<file path="src/rtl/uart_pkg.sv">
// rtl/uart_pkg.sv - shared UART scheduler types: FSM state encoding, baud select codes, byte width.
package uart_pkg;

  typedef enum logic [1:0] {
    IDLE   = 2'd0,
    LAUNCH = 2'd1,
    WAIT   = 2'd2
  } tx_state_e;

  localparam int UART_DW = 8;

  localparam logic [3:0] BAUD_9600   = 4'd0;
  localparam logic [3:0] BAUD_19200  = 4'd1;
  localparam logic [3:0] BAUD_38400  = 4'd2;
  localparam logic [3:0] BAUD_57600  = 4'd3;
  localparam logic [3:0] BAUD_115200 = 4'd4;

endpackage

</file>
<file path="src/rtl/uart_tx_sched_rr_arbiter.sv">
// rtl/uart_tx_sched_rr_arbiter.sv - combinational round-robin pick: first request at or above ptr_i, with wrap.
module rr_arbiter #(
  parameter int N     = 4,
  parameter int IDX_W = 2
) (
  input  logic [N-1:0]     req_i,
  input  logic [IDX_W-1:0] ptr_i,
  output logic [N-1:0]     gnt_o,
  output logic [IDX_W-1:0] idx_o,
  output logic             any_o
);

  always_comb begin
    int best;
    int best_dist;
    best      = 0;
    best_dist = N;
    gnt_o     = '0;
    any_o     = 1'b0;
    // Distance from the pointer in wrap order; the smallest distance wins.
    for (int i = 0; i < N; i++) begin
      if (req_i[i] && (((i + N - int'(ptr_i)) % N) < best_dist)) begin
        best_dist = (i + N - int'(ptr_i)) % N;
        best      = i;
        any_o     = 1'b1;
      end
    end
    for (int i = 0; i < N; i++) begin
      if (any_o && (i == best)) gnt_o[i] = 1'b1;
    end
    idx_o = IDX_W'(best);
  end

endmodule

</file>
<file path="src/rtl/uart_tx_sched.sv">
// rtl/uart_tx_sched.sv - round-robin scheduler sharing one UART byte transmitter among NUM_REQ requesters.
// Optional WAIT timeout abort enabled by defining UART_TX_SCHED_TIMEOUT_EN.
module uart_tx_sched
  import uart_pkg::*;
#(
  parameter int NUM_REQ     = 4,
  parameter int IDX_W       = 2,
  parameter int TIMEOUT_CYC = 65535
) (
  input  logic                   clk,
  input  logic                   rst,
  input  logic [NUM_REQ-1:0]     req_valid,
  input  logic [8*NUM_REQ-1:0]   req_data,
  output logic [NUM_REQ-1:0]     req_ready,
  input  logic [3:0]             cfg_baud,
  output logic [3:0]             tx_baud,
  output logic [UART_DW-1:0]     tx_data,
  output logic                   tx_start,
  input  logic                   tx_done,
  output logic                   busy,
  output logic [IDX_W-1:0]       grant_id,
  output logic                   timeout_err
);

  tx_state_e            state_q, state_d;
  logic [IDX_W-1:0]     ptr_q, ptr_d;
  logic [IDX_W-1:0]     gid_q, gid_d;
  logic [UART_DW-1:0]   data_q, data_d;
  logic [3:0]           baud_q, baud_d;
  logic [NUM_REQ-1:0]   arb_gnt;
  logic [IDX_W-1:0]     arb_idx;
  logic                 arb_any;
  logic [IDX_W-1:0]     ptr_after;

`ifdef UART_TX_SCHED_TIMEOUT_EN
  logic [15:0]          cnt_q, cnt_d;
`else
  logic                 unused_timeout_cfg;
  assign unused_timeout_cfg = (TIMEOUT_CYC != 0);
`endif

  rr_arbiter #(
    .N     (NUM_REQ),
    .IDX_W (IDX_W)
  ) u_arb (
    .req_i (req_valid),
    .ptr_i (ptr_q),
    .gnt_o (arb_gnt),
    .idx_o (arb_idx),
    .any_o (arb_any)
  );

  assign ptr_after = (gid_q == IDX_W'(NUM_REQ - 1)) ? '0 : gid_q + IDX_W'(1);

  always_comb begin
    state_d     = state_q;
    ptr_d       = ptr_q;
    gid_d       = gid_q;
    data_d      = data_q;
    baud_d      = baud_q;
    req_ready   = '0;
    tx_start    = 1'b0;
    busy        = 1'b0;
    timeout_err = 1'b0;
`ifdef UART_TX_SCHED_TIMEOUT_EN
    cnt_d       = cnt_q;
`endif
    case (state_q)
      IDLE: begin
        baud_d = cfg_baud;
        if (arb_any) begin
          // Strobe is masked so nothing leaks out while reset is held.
          req_ready = arb_gnt & {NUM_REQ{rst}};
          gid_d     = arb_idx;
          for (int i = 0; i < NUM_REQ; i++) begin
            if (arb_idx == IDX_W'(i)) data_d = req_data[i*UART_DW +: UART_DW];
          end
          state_d = LAUNCH;
        end
      end
      LAUNCH: begin
        tx_start = 1'b1;
        busy     = 1'b1;
`ifdef UART_TX_SCHED_TIMEOUT_EN
        cnt_d    = '0;
`endif
        state_d  = WAIT;
      end
      WAIT: begin
        busy = 1'b1;
        if (tx_done) begin
          ptr_d   = ptr_after;
          state_d = IDLE;
        end
`ifdef UART_TX_SCHED_TIMEOUT_EN
        else if (cnt_q == 16'(TIMEOUT_CYC - 1)) begin
          timeout_err = 1'b1;
          ptr_d       = ptr_after;
          state_d     = IDLE;
        end else if (cnt_q != 16'hFFFF) begin
          cnt_d = cnt_q + 16'd1;
        end
`endif
      end
      default: state_d = IDLE;
    endcase
  end

  always_ff @(posedge clk or negedge rst) begin
    if (!rst) begin
      state_q <= IDLE;
      ptr_q   <= '0;
      gid_q   <= '0;
      data_q  <= '0;
      baud_q  <= '0;
`ifdef UART_TX_SCHED_TIMEOUT_EN
      cnt_q   <= '0;
`endif
    end else begin
      state_q <= state_d;
      ptr_q   <= ptr_d;
      gid_q   <= gid_d;
      data_q  <= data_d;
      baud_q  <= baud_d;
`ifdef UART_TX_SCHED_TIMEOUT_EN
      cnt_q   <= cnt_d;
`endif
    end
  end

  assign tx_data  = data_q;
  assign grant_id = gid_q;
  assign tx_baud  = baud_q;

endmodule

</file>
<file path="config.mk">
export PLATFORM = sky130hd
export DESIGN_NAME = uart_tx_sched
export DESIGN_NICKNAME = d
export VERILOG_FILES = /design/src/rtl/uart_pkg.sv /design/src/rtl/uart_tx_sched_rr_arbiter.sv /design/src/rtl/uart_tx_sched.sv
export SDC_FILE = /design/constraint.sdc
export NUM_CORES = 1
export LEC_CHECK = 0
export ABC_AREA = 1
export CAP_MARGIN = 30
export CORE_UTILIZATION = 41
export DETAILED_ROUTE_END_ITERATION = 8
export HOLD_SLACK_MARGIN = 0.02
export PLACE_DENSITY_LB_ADDON = 0.05
export REMOVE_ABC_BUFFERS = 1
export SLEW_MARGIN = 20
export SYNTH_ARGS = -nofsm -noshare
export SYNTH_HDL_FRONTEND = slang
export SYNTH_HIERARCHICAL = 1
export SYNTH_SLANG_ARGS = --single-unit
export TNS_END_PERCENT = 20
</file>
<file path="constraint.sdc">
create_clock -name clk -period 3.2 [get_ports clk]
set_input_delay 0.32 -clock clk [delete_from_list [all_inputs] [get_ports clk]]
set_output_delay 0.32 -clock clk [all_outputs]
set_load 0.02 [all_outputs]
</file>
==> summary.txt, run 1 <==
Logic synthesis
  • Syn Inst Count: 204
  • Simple-gate area share of the yosys netlist: 39.3%
  • Post-Synth XOR/XNOR Area: 0.654%
  • Cell Area, Synth: 1340 um2
  • Cell taking the most area after synthesis: dfrtp_1
  • Top post-synthesis cells by area: dfrtp_1 34%, nand2_1 19%, inv_1 8.1%
  • Post-synthesis sequential area ratio: 33.6%
  • Largest family of logic cells by synthesized area: simple AND/OR/NAND/NOR gates
  • Post-synth top area share: 33.6%
  • Post-synth cell types: 23
  • Average size of a mapped cell: 6.57 um2
  • Mux contribution to synthesized area: 0.840%
  • Synth warn: 6
  • Yosys reg bits: 18
  • Post-Synth Adder-Cell Area: 5.60%
  • Synth Area in Compound Gates: 8.03%

CTS
  • Reg clk slew, reported paths: 0.10 ns
  • Clock Latency Late Sink: 0.29 ns
  • CTS root buf: clkbuf_4
  • Maximum buffer depth of the clock tree: 2
  • H-Tree Depth: 1
  • Clock sink count: 18
  • TritonCTS clock tree: built
  • Total CTS buffers: 3
  • # hold bufs at CTS: 0

Min path
  • Worst hold path type: in -> async

Run
  • Max Cap Viol: 0

Drt
  • 1st-iter DRT viols: 48
  • DR vias: 1451
  • ANT nets after route: 0
  • Wirelength, routed: 3.25 mm
  • DR WL/cell: 10.0 um
  • DRC viols: 0
  • Number of vias per cell: 4.46
  • Drt pass-1 iters: 4

GRT
  • GR Util All Layers: 20.6%
  • Initial antenna violation count: 0
  • Congestion Overflow GR: 0
  • Largest net degree at the start of global routing: 21
  • First-pass GRT wire length: 5.53 mm
  • Vias in the first global route: 1366

STA
  • Worst Max-Slew Pin Slew: 0.596 ns
  • RSZ-0062 raised after global routing: true
  • Max Clock Freq: 0.328 GHz
  • # setup viols final: 0
  • Endpoints failing hold: 0
  • Headroom to the max-slew limit: 60.1%
  • Fin crit share: 95.3%
  • Clk_skew: 0.00454 ns
  • Setup TNS: 0 ns
  • Final WS setup: 0.149 ns
  • Hold_ws: 0.445 ns
  • Final slew viol count: 0
  • Period minus WS final: 3.05 ns

Critical path
  • R2R depth: 23
  • R2r setup slk: 0.20 ns
  • Worst setup SP type: flop
  • Reg2Reg Capture Point: tx_data[5]$_DFFE_PN0P_
  • Crit path from: ptr_q[1]$_DFFE_PN0P_
  • RR Startpoint: ptr_q[1]$_DFFE_PN0P_
  • Cell Chain, Critical Path: xnor2_2 -> nand2_1 -> o211ai_1 -> ha_1 -> inv_1 -> nor2_1 -> nand2_1 -> nand3_4 -> nand2_1 -> o21ai_1 -> ha_1 -> inv_1 -> nor2_1 -> nand2_1 -> nand3_4 -> nand3_2 -> nor2_2 -> inv_1 -> nor2_1 -> buf_4
  • Critical path arrival: 2.73 ns
  • CP Class: reg -> out
  • Endpoint class of the critical path: output pin
  • Slowest-stage cell, CP: dfrtp_1
  • Most common cell on crit path: nand2_1
  • Crit-path max cell delay: 0.42 ns
  • Crit path required time: 2.88 ns
  • Critical path peak fanout: 5

Final layout
  • Area Growth Syn to Fin: 60.9%
  • Final instance area: 2160 um2
  • Most common cell after layout, fill and taps aside: nand2_1
  • Final nets: 331
  • Most frequent cells in the layout: 67 x nand2_1, 57 x clkdlybuf4s50_1, 27 x inv_1
  • Layout Utilization: 70.0%
  • Final std cells w/o fill: 325
  • Ant diodes: 0
  • Layout cells sized above 1: 15.7%

Floorplan
  • Core Region: 3080 um2
  • Number of I/O pins: 64
  • Die H: 59.2 um
  • Die area: 3500 um2
  • Initial core utilization: 43.5%
  • Die W: 59.2 um
  • Cell Rows: 20

Pwr
  • Int Pwr: 1.09 mW
  • Maximum vdd drop: 0.000629 V
  • Switching Fraction: 48.1%
  • Post-layout total power: 2.11 mW
  • Power per cell area: 978 nW/um2
  • Sequential Power Share: 19.8%
  • Logic pwr share: 73.7%
  • Leakage power: 1.12 nW
  • Sw power: 1.01 mW
  • Clk pwr share: 6.5%

Placed design
  • Dpl ws: -0.350 ns
  • Hpwl dp: 2.63 mm
  • Port bufs: 62
  • GPL Wtd Cong: 0.810
  • Placed Cells incl. Taps: 320
  • Placed cell area: 2090 um2

Outcome
  • Status: finished clean
-- worst max-delay path: cells and delay by family (launching register included) --
| kind | cells | cell delay [ns] |
|---|---|---|
| simple gates | 11 | 0.85 |
| fa+ha+maj | 2 | 0.54 |
| flops | 1 | 0.42 |
| buf+inv | 4 | 0.26 |
| xor+xnor | 1 | 0.20 |
| compound gates | 2 | 0.17 |
-- metal layers --
metal / routed length (um) / track usage, % / vias to the layer above / part of all wire, %
li1: - / - / 782 / -
met1: 1380 / 25.9 / 632 / 43
met2: 1670 / 36.4 / 37 / 51
met3: 197 / 5.90 / 0 / 6.1
met4: 0 / 2.04 / 0 / 0
met5: 0 / 0 / - / 0
-- worst max path at each step --
| stage | end | cells past startpoint | slack, ns |
|---|---|---|---|
| floorplan | tx_data[0]$_DFFE_PN0P_ | 23 | 0.29 |
| global placement | req_ready[0] | 20 | -0.28 |
| detailed placement | req_ready[0] | 20 | -0.35 |
| CTS | req_ready[3] | 19 | 0.02 |
| global route | tx_data[4]$_DFFE_PN0P_ | 23 | -0.1 |
| finish | req_ready[0] | 20 | 0.15 |
-- layout make-up --
| class | count | area (um2) |
|---|---|---|
| timing repair buffer | 78 | 733 |
| clock buffer | 4 | 36.3 |
| sequential | 18 | 450 |
| multi-input combinational | 149 | 761 |
| tap | 44 | 55.1 |
| inverter | 32 | 120 |
| fill | 291 | 922 |
-- power by group through the flow --
stage               registers [mW]  logic [mW]  clock network [mW]
finish                       0.417        1.55               0.138
CTS                          0.418        1.53               0.142
floorplan                    0.525       0.820                   0
global route                 0.431        1.76               0.152
detailed placement           0.415        1.53                   0
global placement             0.415        1.51                   0
-- cell families after synthesis --
family,after synthesis
XOR/XNOR,1
buffers and inverters,37
other,1
adder cells (fa/ha/maj),6
AND/OR/NAND/NOR,121
multiplexers,1
flip-flops,18
AO/OA/AOI/OAI,19
-- state kept, by name (all words and copies together) (netlist names) --
signal / flops
tx_baud: 4
state_q: 2
tx_data: 8
ptr_q: 2
grant_id: 2
-- synthesized netlist by cell type (all sizes together) --
library cell / instances
a21oi: 2
nor2: 25
dfrtp: 18
mux2: 1
nand3: 24
o22ai: 1
inv: 32
o21ai: 14
conb: 1
o31ai: 1
xnor2: 1
ha: 6
nand2: 72
buf: 5
o211ai: 1
-- timing repair --
action / 4_1_cts / 5_1_grt
buffers inserted: 0 / 1
resized for setup: 15 / 14
setup endpoints to repair: 4 / 12
pin swaps: 0 / 11
cloned: 0 / 0
hold endpoints to repair: 0 / 0
Note: power is estimated with default switching activity, not from simulation.
==> run 2: changes to the inputs <==
--- a/config.mk
+++ b/config.mk
@@ -9,7 +9,7 @@
 export CAP_MARGIN = 30
 export CORE_UTILIZATION = 41
 export DETAILED_ROUTE_END_ITERATION = 8
-export HOLD_SLACK_MARGIN = 0.02
+export HOLD_SLACK_MARGIN = 0.06
 export PLACE_DENSITY_LB_ADDON = 0.05
 export REMOVE_ABC_BUFFERS = 1
 export SLEW_MARGIN = 20
@@ -17,4 +17,3 @@
 export SYNTH_HDL_FRONTEND = slang
 export SYNTH_HIERARCHICAL = 1
 export SYNTH_SLANG_ARGS = --single-unit
-export TNS_END_PERCENT = 20
==> run 2 against run 1 <==
Register-to-register slack about the same. Largest cell class unchanged. Clock-buffer cell count stayed put. Utilization unchanged. Non-clock buffer count unchanged. Routed wire length unchanged. Via count unchanged. Sequential power about the same. Critical path type unchanged. Fmax unchanged. Critical path depth unchanged.
==> summary.txt, run 2 (synthesized netlist as in run 1, its figures left out) <==
Outcome
  • Status: finished clean

Drt
  • DR vias: 1451 (unchanged)
  • DR WL/cell: 10.0 um (unchanged)
  • Wirelength, routed: 3.25 mm (unchanged)
  • Drt pass-1 iters: 4 (unchanged)
  • DRC viols: 0 (unchanged)
  • Number of vias per cell: 4.46 (unchanged)
  • ANT nets after route: 0 (unchanged)
  • 1st-iter DRT viols: 47 (-2.1%)

STA
  • # setup viols final: 0 (unchanged)
  • Fin crit share: 95.3% (unchanged)
  • Worst Max-Slew Pin Slew: 0.596 ns (unchanged)
  • Headroom to the max-slew limit: 60.1% (unchanged)
  • Period minus WS final: 3.05 ns (unchanged)
  • Endpoints failing hold: 0 (unchanged)
  • Clk_skew: 0.00454 ns (unchanged)
  • RSZ-0062 raised after global routing: true
  • Final slew viol count: 0 (unchanged)
  • Max Clock Freq: 0.328 GHz (unchanged)

CTS
  • H-Tree Depth: 1 (unchanged)
  • Clock sink count: 18 (unchanged)
  • Reg clk slew, reported paths: 0.10 ns (about the same)
  • CTS root buf: clkbuf_4
  • TritonCTS clock tree: built
  • Maximum buffer depth of the clock tree: 2 (unchanged)
  • Total CTS buffers: 3 (unchanged)
  • # hold bufs at CTS: 0 (unchanged)
  • Clock Latency Late Sink: 0.29 ns (about the same)

Floorplan
  • Cell Rows: 20 (unchanged)
  • Number of I/O pins: 64 (unchanged)
  • Initial core utilization: 43.5% (unchanged)
  • Core Region: 3080 um2 (unchanged)
  • Die area: 3500 um2 (unchanged)
  • Die W: 59.2 um (unchanged)
  • Die H: 59.2 um (unchanged)

Pwr
  • Maximum vdd drop: 0.000629 V (unchanged)
  • Power per cell area: 978 nW/um2 (about the same)
  • Post-layout total power: 2.11 mW (about the same)
  • Leakage power: 1.12 nW (unchanged)

Placed design
  • Placed Cells incl. Taps: 320 (unchanged)
  • Port bufs: 62 (unchanged)
  • Hpwl dp: 2.63 mm (unchanged)
  • GPL Wtd Cong: 0.810 (unchanged)

Critical path
  • CP Class: reg -> out
  • Crit path required time: 2.88 ns (about the same)
  • Worst setup SP type: flop
  • Endpoint class of the critical path: output pin
  • Critical path arrival: 2.73 ns (about the same)
  • Critical path peak fanout: 5 (unchanged)

GRT
  • Largest net degree at the start of global routing: 21 (unchanged)
  • Vias in the first global route: 1366 (unchanged)
  • First-pass GRT wire length: 5.53 mm (unchanged)
  • Initial antenna violation count: 0 (unchanged)
  • Congestion Overflow GR: 0 (unchanged)
  • GR Util All Layers: 20.6% (unchanged)

Run
  • Max Cap Viol: 0 (unchanged)

Final layout
  • Layout cells sized above 1: 15.7% (unchanged)
  • Final nets: 331 (unchanged)
  • Max reg flops: 8 (unchanged)
  • Final std cells w/o fill: 325 (unchanged)
  • Ant diodes: 0 (unchanged)
  • Most frequent cells in the layout: 67 x nand2_1, 57 x clkdlybuf4s50_1, 27 x inv_1
  • Area Growth Syn to Fin: 60.9% (unchanged)
  • Most common cell after layout, fill and taps aside: nand2_1
  • Layout Utilization: 70.0% (unchanged)

Min path
  • Worst hold path type: in -> async
run 2: final cells by class:
cell class	instances	area, um2
Clock buffer	4	36.3
Fill cell	291	922
Sequential cell	18	450
Multi-Input combinational cell	149	761
Timing Repair Buffer	78	733
Tap cell	44	55.1
Inverter	32	120
run 2: metal layers:
layer / vias to the layer above / wire length (um) / global-route usage (%)
li1: 782 / - / -
met1: 632 / 1380 / 25.9
met2: 37 / 1670 / 36.4
met3: 0 / 197 / 5.90
met4: 0 / 0 / 2.04
met5: - / 0 / 0
run 2: repair_timing:
item / CTS / global route
gates cloned: 0 / 0
setup buffers: 0 / 1
pin swaps: 0 / 11
setup endpoints to repair: 4 / 12
resized for setup: 15 / 14
run 2: path summary, 6_finish.rpt:
path | from | endpoint | slack [ns] | depth (start not counted)
worst max-delay path | ptr_q[1]$_DFFE_PN0P_ | req_ready[0] | 0.15 | 20
worst min-delay path | rst | tx_data[0]$_DFFE_PN0P_ | 0.44 | 2
worst max register to register | ptr_q[1]$_DFFE_PN0P_ | tx_data[5]$_DFFE_PN0P_ | 0.20 | 23
worst min register to register | tx_baud[0]$_DFFE_PN0P_ | tx_baud[0]$_DFFE_PN0P_ | 0.48 | 2
max in group asynchronous | rst | tx_data[1]$_DFFE_PN0P_ | 2.56 | 2
min in group clk | tx_baud[0]$_DFFE_PN0P_ | tx_baud[0]$_DFFE_PN0P_ | 0.48 | 2
run 2: stage by stage:
stage	TNS [ns]	instance area, um2	setup slack, ns	hold slack [ns]
after floorplan	0	1300	0.290	0.0244
after global placement	-1.16	2090	-0.280	0.459
after detailed placement	-2.23	2090	-0.350	0.462
after CTS	0	2120	0.0189	0.436
after global routing	-1.01	2160	-0.0990	0.462
final	0	2160	0.149	0.445
run 2: report_power, final:
| group | internal, mW | switching [mW] |
|---|---|---|
| logic | 0.680 | 0.874 |
| registers | 0.345 | 0.0719 |
| clock network | 0.0694 | 0.0687 |
| total | 1.09 | 1.01 |
run 2: critical path, cell delays in order (launching register included):
cell and delay, ns:
dfrtp_1 0.42, xnor2_2 0.20, nand2_1 0.08, o211ai_1 0.11
ha_1 0.27, inv_1 0.05, nor2_1 0.04, nand2_1 0.10
nand3_4 0.09, nand2_1 0.07, o21ai_1 0.06, ha_1 0.27
inv_1 0.03, nor2_1 0.07, nand2_1 0.09, nand3_4 0.10
nand3_2 0.07, nor2_2 0.07, inv_1 0.04, nor2_1 0.07
buf_4 0.14
